`src/rtl/trivium_pkg.sv`:
```
// Shared constants, FSM encoding and helpers for the Trivium stream decryptor.
package trivium_pkg;

   localparam int TRIV_STATE_W = 288;
   localparam int KEY_W        = 80;
   localparam int IV_W         = 80;
   localparam int INIT_RND     = 1152;

   // Output taps of the three shift-register sections (0-based state index)
   localparam int TAP_A_OUT = 65;
   localparam int TAP_A_FB  = 92;
   localparam int TAP_B_OUT = 161;
   localparam int TAP_B_FB  = 176;
   localparam int TAP_C_OUT = 242;
   localparam int TAP_C_FB  = 287;

   // Non-linear AND pairs and cross-section feed taps
   localparam int TAP_A_AND0 = 90;
   localparam int TAP_A_AND1 = 91;
   localparam int TAP_A_X    = 170;
   localparam int TAP_B_AND0 = 174;
   localparam int TAP_B_AND1 = 175;
   localparam int TAP_B_X    = 263;
   localparam int TAP_C_AND0 = 285;
   localparam int TAP_C_AND1 = 286;
   localparam int TAP_C_X    = 68;

   typedef enum logic [1:0] {
      IDLE   = 2'd0,
      INIT   = 2'd1,
      STREAM = 2'd2
   } triv_fsm_t;

   // Reverse byte order of an 80-bit value: byte 0 (bits 79:72) lands in bits 7:0.
   // Bit order inside each byte is preserved.
   function automatic logic [79:0] byte_swap80(input logic [79:0] v);
      logic [79:0] r;
      r = '0;
      for (int i = 0; i < 10; i++) begin
         r[8*i +: 8] = v[79-8*i -: 8];
      end
      return r;
   endfunction

endpackage

```
`src/rtl/trivium_rounds.sv`:
```
// Combinational W-round unroll of the Trivium state update.
// Round k of the chain produces keystream bit o_ks[W-1-k], so the first
// keystream bit of the word ends up in the MSB.
module trivium_rounds #(
   parameter int W = 8
) (
   input  logic [287:0]  i_state,
   output logic [287:0]  o_state,
   output logic [W-1:0]  o_ks
);
   import trivium_pkg::*;

   logic [287:0] w_s;
   logic         w_t1;
   logic         w_t2;
   logic         w_t3;

   // Chain W rounds: each round emits one keystream bit and shifts all three sections
   always_comb begin
      w_s  = i_state;
      o_ks = '0;
      w_t1 = 1'b0;
      w_t2 = 1'b0;
      w_t3 = 1'b0;
      for (int k = 0; k < W; k++) begin
         w_t1 = w_s[TAP_A_OUT] ^ w_s[TAP_A_FB];
         w_t2 = w_s[TAP_B_OUT] ^ w_s[TAP_B_FB];
         w_t3 = w_s[TAP_C_OUT] ^ w_s[TAP_C_FB];
         o_ks[W-1-k] = w_t1 ^ w_t2 ^ w_t3;
         w_t1 = w_t1 ^ (w_s[TAP_A_AND0] & w_s[TAP_A_AND1]) ^ w_s[TAP_A_X];
         w_t2 = w_t2 ^ (w_s[TAP_B_AND0] & w_s[TAP_B_AND1]) ^ w_s[TAP_B_X];
         w_t3 = w_t3 ^ (w_s[TAP_C_AND0] & w_s[TAP_C_AND1]) ^ w_s[TAP_C_X];
         w_s  = {w_s[286:177], w_t2, w_s[175:93], w_t1, w_s[91:0], w_t3};
      end
      o_state = w_s;
   end

endmodule

```
`src/rtl/trivium_stream_dec.sv`:
```
// Receive-side Trivium engine: key/IV load, warm-up, then P = C xor keystream
// over a valid/ready word stream with a single output register stage.
module trivium_stream_dec #(
   parameter int W        = 8,
   parameter int INIT_RND = trivium_pkg::INIT_RND
) (
   input  logic                        i_clk,
   input  logic                        i_rst_n,
   input  logic                        i_en,
   input  logic [trivium_pkg::KEY_W-1:0] i_kin,
   input  logic                        i_krdy,
   output logic                        o_kvld,
   input  logic [trivium_pkg::IV_W-1:0]  i_ivin,
   input  logic                        i_ivrdy,
   output logic                        o_bsy,
   input  logic [W-1:0]                i_cin,
   input  logic                        i_cvalid,
   input  logic                        i_clast,
   output logic                        o_cready,
   output logic [W-1:0]                o_pout,
   output logic                        o_pvalid,
   output logic                        o_plast,
   input  logic                        i_pready
);
   import trivium_pkg::*;

   // Warm-up runs W rounds per step; the counter is one bit wider than needed
   // so it can sit at INIT_STEPS after the last step without wrapping.
   localparam int INIT_STEPS = INIT_RND / W;
   localparam int CNT_W      = $clog2(INIT_STEPS) + 1;
   localparam logic [CNT_W-1:0] CNT_LAST = CNT_W'(INIT_STEPS - 1);

   triv_fsm_t                 r_fsm;
   triv_fsm_t                 w_fsm_next;
   logic [TRIV_STATE_W-1:0]   r_state;
   logic [KEY_W-1:0]          r_key;
   logic                      r_key_ok;
   logic                      r_kvld;
   logic                      r_bsy;
   logic [CNT_W-1:0]          r_cnt;
   logic [W-1:0]              r_pout;
   logic                      r_pvalid;
   logic                      r_plast;

   logic [TRIV_STATE_W-1:0]   w_next_state;
   logic [TRIV_STATE_W-1:0]   w_load_state;
   logic [W-1:0]              w_ks;
   logic                      w_key_cap;
   logic                      w_iv_cap;
   logic                      w_init_step;
   logic                      w_init_last;
   logic                      w_cready;
   logic                      w_xfer;
   logic                      w_drain;

   trivium_rounds #(
      .W (W)
   ) u_rounds (
      .i_state (r_state),
      .o_state (w_next_state),
      .o_ks    (w_ks)
   );

   // Initial state image: three ones on top, IV in the second section, key in the first
   assign w_load_state = {3'b111, 112'b0, byte_swap80(i_ivin), 13'b0, r_key};

   // Next-state logic and per-cycle strobes; nothing fires while i_en is low
   always_comb begin
      w_fsm_next  = r_fsm;
      w_key_cap   = 1'b0;
      w_iv_cap    = 1'b0;
      w_init_step = 1'b0;
      w_init_last = 1'b0;
      w_cready    = 1'b0;
      w_xfer      = 1'b0;
      w_drain     = 1'b0;
      unique case (r_fsm)
         IDLE: begin
            // Key strobe has priority; a new IV waits until the last word has drained
            w_key_cap = i_en & i_krdy;
            w_iv_cap  = i_en & i_ivrdy & r_key_ok & ~i_krdy & ~r_pvalid;
            if (w_iv_cap) begin
               w_fsm_next = INIT;
            end
         end
         INIT: begin
            w_init_step = i_en;
            w_init_last = i_en & (r_cnt == CNT_LAST);
            if (w_init_last) begin
               w_fsm_next = STREAM;
            end
         end
         STREAM: begin
            w_cready = i_en & (~r_pvalid | i_pready);
            w_xfer   = w_cready & i_cvalid;
            if (w_xfer && i_clast) begin
               w_fsm_next = IDLE;
            end
         end
         default: begin
            w_fsm_next = IDLE;
         end
      endcase
      w_drain = i_en & r_pvalid & i_pready & ~w_xfer;
   end

   // FSM state register
   always_ff @(posedge i_clk or negedge i_rst_n) begin
      if (!i_rst_n) begin
         r_fsm <= IDLE;
      end else begin
         r_fsm <= w_fsm_next;
      end
   end

   // Cipher state: load on IV, advance during warm-up and only on accepted words
   always_ff @(posedge i_clk or negedge i_rst_n) begin
      if (!i_rst_n) begin
         r_state <= '0;
      end else if (w_iv_cap) begin
         r_state <= w_load_state;
      end else if (w_init_step || w_xfer) begin
         r_state <= w_next_state;
      end
   end

   // Key register and one-cycle capture pulse
   always_ff @(posedge i_clk or negedge i_rst_n) begin
      if (!i_rst_n) begin
         r_key    <= '0;
         r_key_ok <= 1'b0;
         r_kvld   <= 1'b0;
      end else if (i_en) begin
         r_kvld <= w_key_cap;
         if (w_key_cap) begin
            r_key    <= byte_swap80(i_kin);
            r_key_ok <= 1'b1;
         end
      end
   end

   // Warm-up step counter and busy flag
   always_ff @(posedge i_clk or negedge i_rst_n) begin
      if (!i_rst_n) begin
         r_cnt <= '0;
         r_bsy <= 1'b0;
      end else if (w_iv_cap) begin
         r_cnt <= '0;
         r_bsy <= 1'b1;
      end else if (w_init_step) begin
         r_cnt <= r_cnt + 1'b1;
         if (w_init_last) begin
            r_bsy <= 1'b0;
         end
      end
   end

   // Output register: fill on accepted word, empty on drain, hold while stalled
   always_ff @(posedge i_clk or negedge i_rst_n) begin
      if (!i_rst_n) begin
         r_pout   <= '0;
         r_pvalid <= 1'b0;
         r_plast  <= 1'b0;
      end else if (w_xfer) begin
         r_pout   <= i_cin ^ w_ks;
         r_pvalid <= 1'b1;
         r_plast  <= i_clast;
      end else if (w_drain) begin
         r_pvalid <= 1'b0;
      end
   end

   assign o_kvld   = r_kvld;
   assign o_bsy    = r_bsy;
   assign o_cready = w_cready;
   assign o_pout   = r_pout;
   assign o_pvalid = r_pvalid;
   assign o_plast  = r_plast;

endmodule
```
`config.mk`:
```
export PLATFORM = sky130hd
export DESIGN_NAME = trivium_stream_dec
export DESIGN_NICKNAME = d
export VERILOG_FILES = /design/src/rtl/trivium_pkg.sv /design/src/rtl/trivium_rounds.sv /design/src/rtl/trivium_stream_dec.sv
export SDC_FILE = /design/constraint.sdc
export NUM_CORES = 1
export LEC_CHECK = 0
export BUFFER_PORTS_ARGS = -buffer_cell sky130_fd_sc_hd__buf_2
export CAP_MARGIN = 5
export CORE_MARGIN = 3
export CORE_UTILIZATION = 60
export DETAILED_ROUTE_END_ITERATION = 10
export GPL_TIMING_DRIVEN = 0
export HOLD_SLACK_MARGIN = 0.02
export PLACE_DENSITY = 0.8
export SLEW_MARGIN = 15
export SYNTH_ARGS = -nofsm -noshare
export SYNTH_HDL_FRONTEND = slang
export SYNTH_HIERARCHICAL = 1
export SYNTH_SLANG_ARGS = --single-unit
```
`constraint.sdc`:
```
create_clock -name i_clk -period 2.2 [get_ports i_clk]
set_clock_uncertainty 0.15 [all_clocks]
set_input_delay 0 -clock i_clk [delete_from_list [all_inputs] [get_ports i_clk]]
set_output_delay 0 -clock i_clk [all_outputs]
set_load 0.03 [all_outputs]
```
==> reports/qor.csv, run 1 <==
metric,value,unit
io_buffers,187,
syn_nets,2088,
die_area,37100,µm²
rsz0062_at_grt,yes,
worst_pin_slew,696,ps
critPathBufInv,2,
cts.sinks,392,
critPathKind,flip-flop to flip-flop,
cts_max_path_buffers,3,
first_pass_iters,6,
peakVddDrop,0.687,mV
ant_nets,0,
synth_top_area_share,47.0,%
cp.required,2520,ps
grt_pass1_vias,16200,
start_util,61.5,%
swShare,22.9,%
track_usage,29.7,%
power_frac_seq,48.0,%
clk_pin_slew,60,ps
ys.flop_type,dfrtp_1,
leakagePower,13.5,nW
dieWidth,193,µm
grt_pass1_wl,86600,µm
synth_cells,1911,
maxSlewHeadroom,53.6,%
crit_fanout,10,
synthArstFlopShare,100,%
cap_violations,0,
synth-edff-count,0,
max_stage_delay,410,ps
min_period,2150,ps
holdWs,-93.8,ps
setup_tns,0,ps
gp_congestion,0.909,
syn_area_per_cell,10.9,µm²
root_buffer,clkbuf_16,
grt_max_degree,109,
routed_wl,54100,µm
drcViolationCount,0,
synth_cell_types,41,
viasPerCell,5.57,
drt_iter0_drc,1083,
final_cell_mix,"391 x dfrtp_1, 289 x nand3_1, 283 x buf_4",
antenna_found_initial,0,
die_y,193,µm
wl_per_cell,19.4,µm
grt-ovfl-total,0,
cts_made_buffers,42,
synthTopCellsByArea,"dfrtp_1 47%, buf_4 9.9%, o21ai_2 8.4%, mux2i_1 7.7%, nand3_1 6.9%",
drive_above_1_share,39.7,%
slowest_stage,clkbuf_1,
worstPathArrival,2470,ps
antennaDiodeCount,0,
crit_family,buffers and inverters,
p_switching,3.53,mW
powerDensity,601,nW/µm²
finalSetupViolCount,0,
power,15.4,mW
min_path_type,input port to async pin,
dp_hpwl,34900,µm
fin_crit_sh,97.9,%
n_fill_cell,2167,
clock.fmax,465,MHz
final_common_cell,dfrtp_1,
cts_tree,done,
clkLatencyLatePin,540,ps
pwr-share-clk,45.1,%
yosysWarnings,6,
synth-seq-cells,392,
ys_seq_area_share,47.0,%
final_max_slew_viol_count,0,
coreArea,34000,µm²
num_io_pins,189,
final_cell_area,25700,µm²
dpl_cell_area,22500,µm²
syn2layout_area_growth,22.9,%
vias,15600,
path_cells,"and4bb_2, o21ai_1, buf_2, clkbuf_1, nand3_1, o21ai_2",
end_kind,flip-flop,
synth_area,20900,µm²
p_int,11.9,mW
rows,67,
yosysTopAreaCell,dfrtp_1,
final_nets,2496,
hold_violations,84,
final_core_util,75.6,%
status,finished with violations,
violations,hold timing,
start_kind,flip-flop,
combPwrFrac,6.9,%
h-tree-depth,2,
[worst paths after layout]
path                            cells after the start                 start  slack (ps)                  endpoint
worst min register to register                      1  r_key_ok$_DFFE_PN0P_         320      r_key_ok$_DFFE_PN0P_
min in group i_clk                                  3             i_kin[29]          80     r_key[53]$_DFFE_PN0P_
worst max-delay path                                6  o_pvalid$_DFFE_PN0P_          50   r_state[21]$_DFFE_PN0P_
worst max register to register                      6  o_pvalid$_DFFE_PN0P_          50   r_state[21]$_DFFE_PN0P_
max in group asynchronous                           4               i_rst_n         540  r_state[127]$_DFFE_PN0P_
worst min-delay path                                2               i_rst_n         -90       o_plast$_DFFE_PN0P_
[Yosys cell counts, drive strengths merged, types with 2 or more instances]
| cell | count |
|---|---|
| a21oi | 2 |
| and2 | 3 |
| buf | 333 |
| clkbuf | 75 |
| dfrtp | 392 |
| mux2 | 81 |
| mux2i | 160 |
| nand2 | 172 |
| nand2b | 2 |
| nand3 | 289 |
| nand4 | 4 |
| nor2 | 6 |
| nor2b | 3 |
| nor3 | 3 |
| o21ai | 304 |
| or3 | 2 |
| xnor2 | 35 |
| xnor3 | 8 |
| xor3 | 24 |
[through the flow]
stage | worst slack, ps | hold WS (ps) | std cells
2_1_floorplan | 288 | -446 | 1911
3_3_place_gp | -6710 | 81.6 | 2546
3_5_place_dp | -187 | -94.5 | 2549
4_1_cts | -13.6 | -61.7 | 2795
5_1_grt | -73.9 | -43.9 | 2795
6_report | 47.3 | -93.8 | 2795
[power groups by stage]
stage,logic (mW),clock network (mW),registers [mW]
5_1_grt,1.15,7.33,7.41
4_1_cts,1.04,7.01,7.40
2_1_floorplan,0.360,0,7.50
3_5_place_dp,0.797,0,7.53
3_3_place_gp,0.754,0,7.53
6_report,1.06,6.96,7.40
[what timing repair did]
| action | in CTS | in global routing |
|---|---|---|
| endpoints found under the setup margin | 180 | 292 |
| hold buffers | 174 | 1 |
| gates resized for setup | 26 | 75 |
| endpoints found under the hold margin | 470 | 72 |
| buffers inserted | 0 | 0 |
[cell families (layout without fill, tap and decap cells)]
| logic type | Yosys count | after routing | share of synthesized area [%] |
|---|---|---|---|
| flops | 392 | 392 | 47.0 |
| xor+xnor | 67 | 67 | 5.51 |
| fa+ha+maj | 1 | 1 | 0.0599 |
| compound gates | 309 | 309 | 11.1 |
| buf+inv | 409 | 845 | 13.4 |
| simple gates | 492 | 492 | 11.0 |
| mux | 241 | 241 | 12.0 |
[layer usage]
layer	routed length (µm)	vias to the layer above	track usage, %
li1	-	7177	-
met1	22200	7759	39.1
met2	27600	528	51.4
met3	2920	104	4.11
met4	1430	0	8.71
met5	0	-	0
[sequential cells by signal, indices dropped and copies added (netlist names)]
signal,count
r_key_ok,1
r_key,80
r_state,288
r_cnt,9
o_kvld,1
o_bsy,1
o_pout,8
o_pvalid,1
o_plast,1
r_fsm,2
[layout make-up]
class                           instances  area (µm²)  area share (%)
Clock buffer                           64        1230            4.81
Inverter                                1        3.75          0.0146
Buffer                                407        2880            11.2
Sequential cell                       392        9810            38.2
Timing Repair Buffer                  365        2780            10.8
Clock inverter                          8        93.8           0.366
Multi-Input combinational cell       1110        8290            32.3
Tap cell                              448         561            2.18
(Power assumes the default switching activity.)
==> run 2, diff against run 1 <==
Settings changed: CORE_UTILIZATION 60 to 59, SETUP_SLACK_MARGIN set to 0.5, SYNTH_HIERARCHICAL 1 to not set.
==> reports/qor.csv, run 2 <==
metric,value,unit
slowest_stage,dfrtp_2,
holdWs,-772,ps
rsz0062_at_grt,yes,
final_core_util,79.5,%
viasPerCell,6.20,
path_cells,"and4bb_4, o21ai_4, buf_6, and2_4, buf_12, clkbuf_16, buf_8, o21ai_1",
synth-seq-cells,392,
root_buffer,clkbuf_16,
crit_family,buffers and inverters,
grtUsageMet1,43.0,%
syn_area_per_cell,10.8,µm²
drive_above_1_share,28.2,%
ant_nets,0,
yosys-top-cells-count,"392 x dfrtp_1, 290 x nand3_1, 221 x o21ai_1, 160 x mux2i_1, 158 x nand2_1",
peakVddDrop,0.925,mV
cp.required,2480,ps
clock.fmax,467,MHz
final_cell_mix,"389 x dfrtp_1, 290 x nand3_1, 203 x buf_2",
critPathKind,flip-flop to flip-flop,
yosysWarnings,0,
final_cell_area,23700,µm²
ys_seq_area_share,54.8,%
die_area,32500,µm²
cts_tree,done,
hold_violations,127,
dpl_cell_area,19500,µm²
coreArea,29800,µm²
power,30.6,mW
fin_crit_sh,97.4,%
synthTopCellsByArea,"dfrtp_1 55%, mux2i_1 8.9%, nand3_1 8.1%, o21ai_1 6.2%, mux2_2 5.1%",
dp_cells,2231,
worst_pin_slew,535,ps
dieWidth,180,µm
drcViolationCount,0,
worstPathArrival,2420,ps
setup_tns,0,ps
biggestRegsByFlops,"r_state x288, r_key x80, r_cnt x9",
num_io_pins,189,
track_usage,32.3,%
start_kind,flip-flop,
h-tree-depth,2,
yosysMostFrequentCell,dfrtp_1,
min_period,2140,ps
routed_wl,56700,µm
powerDensity,1290,nW/µm²
wl_per_cell,22.7,µm
synthArstFlopShare,100,%
io_buffers,187,
critPathBufInv,4,
vias,15500,
use_met3,5.65,%
final_max_slew_viol_count,0,
clk_pin_slew,70,ps
synth_area,17900,µm²
leakagePower,11.4,nW
finalSetupViolCount,0,
cts-hold-fix-buffers,175,
fin_cells,2495,
gp_congestion,0.924,
syn2layout_area_growth,32.4,%
first_pass_iters,5,
synth-edff-count,0,
start_util,60.1,%
synth_cell_types,37,
regMostFlops,r_state,
antenna_found_initial,0,
grt_pass1_wl,85000,µm
die_y,180,µm
status,finished with violations,
dp_hpwl,33000,µm
n_fill_cell,1620,
ys.flop_type,dfrtp_1,
syn_nets,1827,
largest_reg_flops,288,
max_stage_delay,400,ps
violations,hold timing,
met2_usage,53.6,%
yosysTopAreaCell,dfrtp_1,
final_nets,2251,
rows,63,
cap_violations,0,
cts_made_buffers,40,
synth_top_area_share,54.8,%
grt-ovfl-total,0,
cts_max_path_buffers,3,
clkLatencyLatePin,540,ps
min_path_type,input port to async pin,
final_common_cell,dfrtp_1,
drt_iter0_drc,1531,
maxSlewHeadroom,64.2,%
grt_max_degree,97,
grt_pass1_vias,15500,
grt-busiest-layer,met2,
cts.sinks,392,
crit_fanout,10,
end_kind,flip-flop,
synth_cells,1650,
==> run 2: cell count changes in the layout (fill, tap and decap cells not counted), sizes merged, moves of 12 or more <==
cell / change
buf: -245
xor2: +34
xor3: -24
clkbuf: -13
o21ai: -13
nand2: -12
==> run 2: path summary, 6_finish.rpt <==
path	from	endpoint	slack (ps)	depth (start not counted)
worst max-delay path	o_pvalid$_DFFE_PN0P_	r_state[30]$_DFFE_PN0P_	60	8
worst min-delay path	i_rst_n	r_state[133]$_DFFE_PN0P_	-770	1
worst max register to register	o_pvalid$_DFFE_PN0P_	r_state[30]$_DFFE_PN0P_	60	8
worst min register to register	o_kvld$_DFFE_PN0P_	o_kvld$_DFFE_PN0P_	330	1
max in group asynchronous	i_rst_n	r_key[12]$_DFFE_PN0P_	1040	4
min in group i_clk	i_kin[47]	r_key[39]$_DFFE_PN0P_	80	3
==> run 2: worst register-to-register path: stages, from the launching register on <==
cell and delay [ps]:
dfrtp_2 400, and4bb_4 370, o21ai_4 130, buf_6 150
and2_4 160, buf_12 150, clkbuf_16 170, buf_8 150
o21ai_1 200
==> run 2: final cells by class <==
class	instances	area [µm²]	share of cell area, %
multi-input cells	1118	7840	33.1
plain buffers	139	1150	4.85
well taps	390	488	2.06
diodes	1	2.50	0.0106
inverters	2	7.51	0.0317
repair buffers	381	2990	12.6
flip-flops and latches	392	9810	41.4
clock buffers	59	1200	5.08
clock inverters	13	199	0.840
==> run 2: what timing repair did <==
item | 4_1_cts | 5_1_grt
setup buffers | 10 | 2
gates cloned | 1 | 3
endpoints found under the hold margin | 310 | 127
resized for setup | 112 | 175
endpoints found under the setup margin | 389 | 393
pin swaps | 2 | 19
==> run 2: cell families after synthesis <==
kind of cell,synth area share (%)
buf+inv,4.25
compound gates,8.68
fa+ha+maj,0.0699
simple gates,12.7
xor+xnor,5.49
mux,14.0
flops,54.8
==> run 2: routing by layer <==
layer,wire [µm],share of wire (%),vias up
met3,4830,8.5,228
met5,0,0,-
met2,27400,48,935
li1,-,-,6681
met1,21500,38,7619
met4,2950,5.2,0
==> run 2: stage by stage <==
| stage | hold WS [ps] | setup slack (ps) |
|---|---|---|
| 6_report | -772 | 57.5 |
| 5_1_grt | -740 | 52.4 |
| 4_1_cts | -765 | 171 |
| 3_5_place_dp | -206 | -210 |
| 3_3_place_gp | 81.4 | -7170 |
| 2_1_floorplan | -446 | 352 |
==> run 2: power by group <==
group          internal (mW)  switching, mW
Sequential              10.3           2.63
Combinational           4.98           5.45
Clock                   4.38           2.89
==> run 3, diff against run 2 <==
==> constraint.sdc (replaced) <==
create_clock -name i_clk -period 2.2 [get_ports i_clk]
set_clock_uncertainty 0.15 [all_clocks]
set_input_delay 0.11 -clock i_clk [delete_from_list [all_inputs] [get_ports i_clk]]
set_output_delay 0.11 -clock i_clk [all_outputs]
set_load 0.03 [all_outputs]
==> reports/qor.csv, run 3 (synthesis results as in run 2) <==
metric,value,unit
num_io_pins,189,
biggestRegsByFlops,"r_state x288, r_key x80, r_cnt x9",
drt_iter0_drc,1642,
holdWs,-668,ps
cap_violations,0,
viasPerCell,6.14,
finalSetupViolCount,0,
dp_hpwl,33000,µm
start_util,60.1,%
routed_wl,56200,µm
status,finished with violations,
dieWidth,180,µm
min_period,2160,ps
grt_max_degree,97,
rsz0062_at_grt,yes,
regMostFlops,r_state,
syn2layout_area_growth,32.6,%
cts_tree,done,
leakagePower,11.4,nW
cts_max_path_buffers,3,
end_kind,flip-flop,
antenna_found_initial,0,
drcViolationCount,0,
p_int,19.7,mW
violations,hold timing,
grt_pass1_vias,15600,
hold_violations,127,
final_cell_mix,"389 x dfrtp_1, 290 x nand3_1, 205 x buf_2",
worstPathArrival,2470,ps
cts.sinks,392,
rows,63,
start_kind,flip-flop,
gp_congestion,0.924,
ant_nets,0,
clock.fmax,463,MHz
critPathKind,flip-flop to flip-flop,
final_nets,2250,
cp.required,2500,ps
grt-ovfl-total,0,
maxSlewHeadroom,61.2,%
n_fill_cell,1574,
clkLatencyLatePin,540,ps
cts_made_buffers,40,
wl_per_cell,22.5,µm
die_area,32500,µm²
track_usage,32.6,%
first_pass_iters,7,
grt_pass1_wl,85700,µm
coreArea,29800,µm²
combPwrFrac,34.4,%
fin_ws,38.0,ps
worst_pin_slew,582,ps
p_switching,11.0,mW
min_path_type,input port to async pin,
peakVddDrop,0.866,mV
final_common_cell,dfrtp_1,
clk_pin_slew,70,ps
drive_above_1_share,29.1,%
largest_reg_flops,288,
powerDensity,1290,nW/µm²
vias,15300,
die_y,180,µm
cts-hold-fix-buffers,174,
final_max_slew_viol_count,0,
pwr-share-clk,23.8,%
crit_fanout,10,
root_buffer,clkbuf_16,
swShare,35.9,%
dpl_cell_area,19500,µm²
power_frac_seq,41.9,%
fin_crit_sh,98.3,%
h-tree-depth,2,
dpl_worst_slack,-210,ps
io_buffers,187,
final_cell_area,23700,µm²
power,30.7,mW
[run 3: changes by cell type in the layout (fill, tap and decap cells not counted), sizes merged]
cell,before,now
buf,274,273
clkbuf,129,130
dlygate4sd3,175,174
[run 3: what timing repair did]
action	in CTS	in global routing
pin swaps	2	19
gates cloned	1	3
setup buffers	10	2
gates resized for setup	112	177
endpoints found under the setup margin	390	393
hold endpoints to repair	300	127
[run 3: path summary, 6_finish.rpt]
check                                     start                  endpoint  slack, ps  depth (start not counted)
max reg2reg                o_pvalid$_DFFE_PN0P_   r_state[95]$_DFFE_PN0P_         40                          8
min in group i_clk                         i_en      r_cnt[1]$_DFFE_PN0P_         30                          4
min reg2reg                  o_kvld$_DFFE_PN0P_        o_kvld$_DFFE_PN0P_        320                          1
min                                     i_rst_n  r_state[133]$_DFFE_PN0P_       -670                          1
max in group asynchronous               i_rst_n     r_key[12]$_DFFE_PN0P_        950                          4
max                        o_pvalid$_DFFE_PN0P_   r_state[95]$_DFFE_PN0P_         40                          8
[run 3: critical path: stages, from the launching register on]
cell and delay (ps):
dfrtp_2 410, and4bb_4 390, o21ai_4 130, buf_6 150
and2_4 150, buf_12 150, buf_12 160, clkbuf_16 160
o21ai_1 200
[run 3: cell type report]
class / count / area (µm²) / area share [%]
clock buffer: 59 / 1200 / 5.07
buffer: 139 / 1120 / 4.72
sequential: 392 / 9810 / 41.3
tap: 390 / 488 / 2.06
clock inverter: 13 / 199 / 0.838
timing repair buffer: 380 / 2980 / 12.5
antenna: 1 / 2.50 / 0.0105
multi-input combinational: 1118 / 7920 / 33.4
inverter: 2 / 7.51 / 0.0316
[run 3: per-layer routing]
layer / share of wire (%) / up-vias / track usage (%)
li1: - / 6672 / -
met1: 38 / 7544 / 43.5
met2: 49 / 914 / 54.0
met3: 8.9 / 188 / 5.57
met4: 4.8 / 0 / 12.3
met5: 0 / - / 0
[run 3: stage by stage]
| step | TNS [ps] | instances | utilization [%] |
|---|---|---|---|
| 2_1_floorplan | 0 | 1650 | - |
| 3_3_place_gp | -2589800 | 2227 | 65.2 |
| 3_5_place_dp | -16250 | 2231 | 65.6 |
| 4_1_cts | 0 | 2488 | 77.5 |
| 5_1_grt | -42.5 | 2493 | 79.6 |
| 6_report | 0 | 2494 | 79.7 |
[run 3: power by group through the flow]
stage               sequential [mW]  combinational (mW)  clock (mW)
global route                   13.1                11.4        7.63
detailed placement             12.6                8.65           0
global placement               12.5                8.26           0
CTS                            12.6                9.26        7.26
floorplan                      11.8                6.59           0
finish                         12.9                10.6        7.29
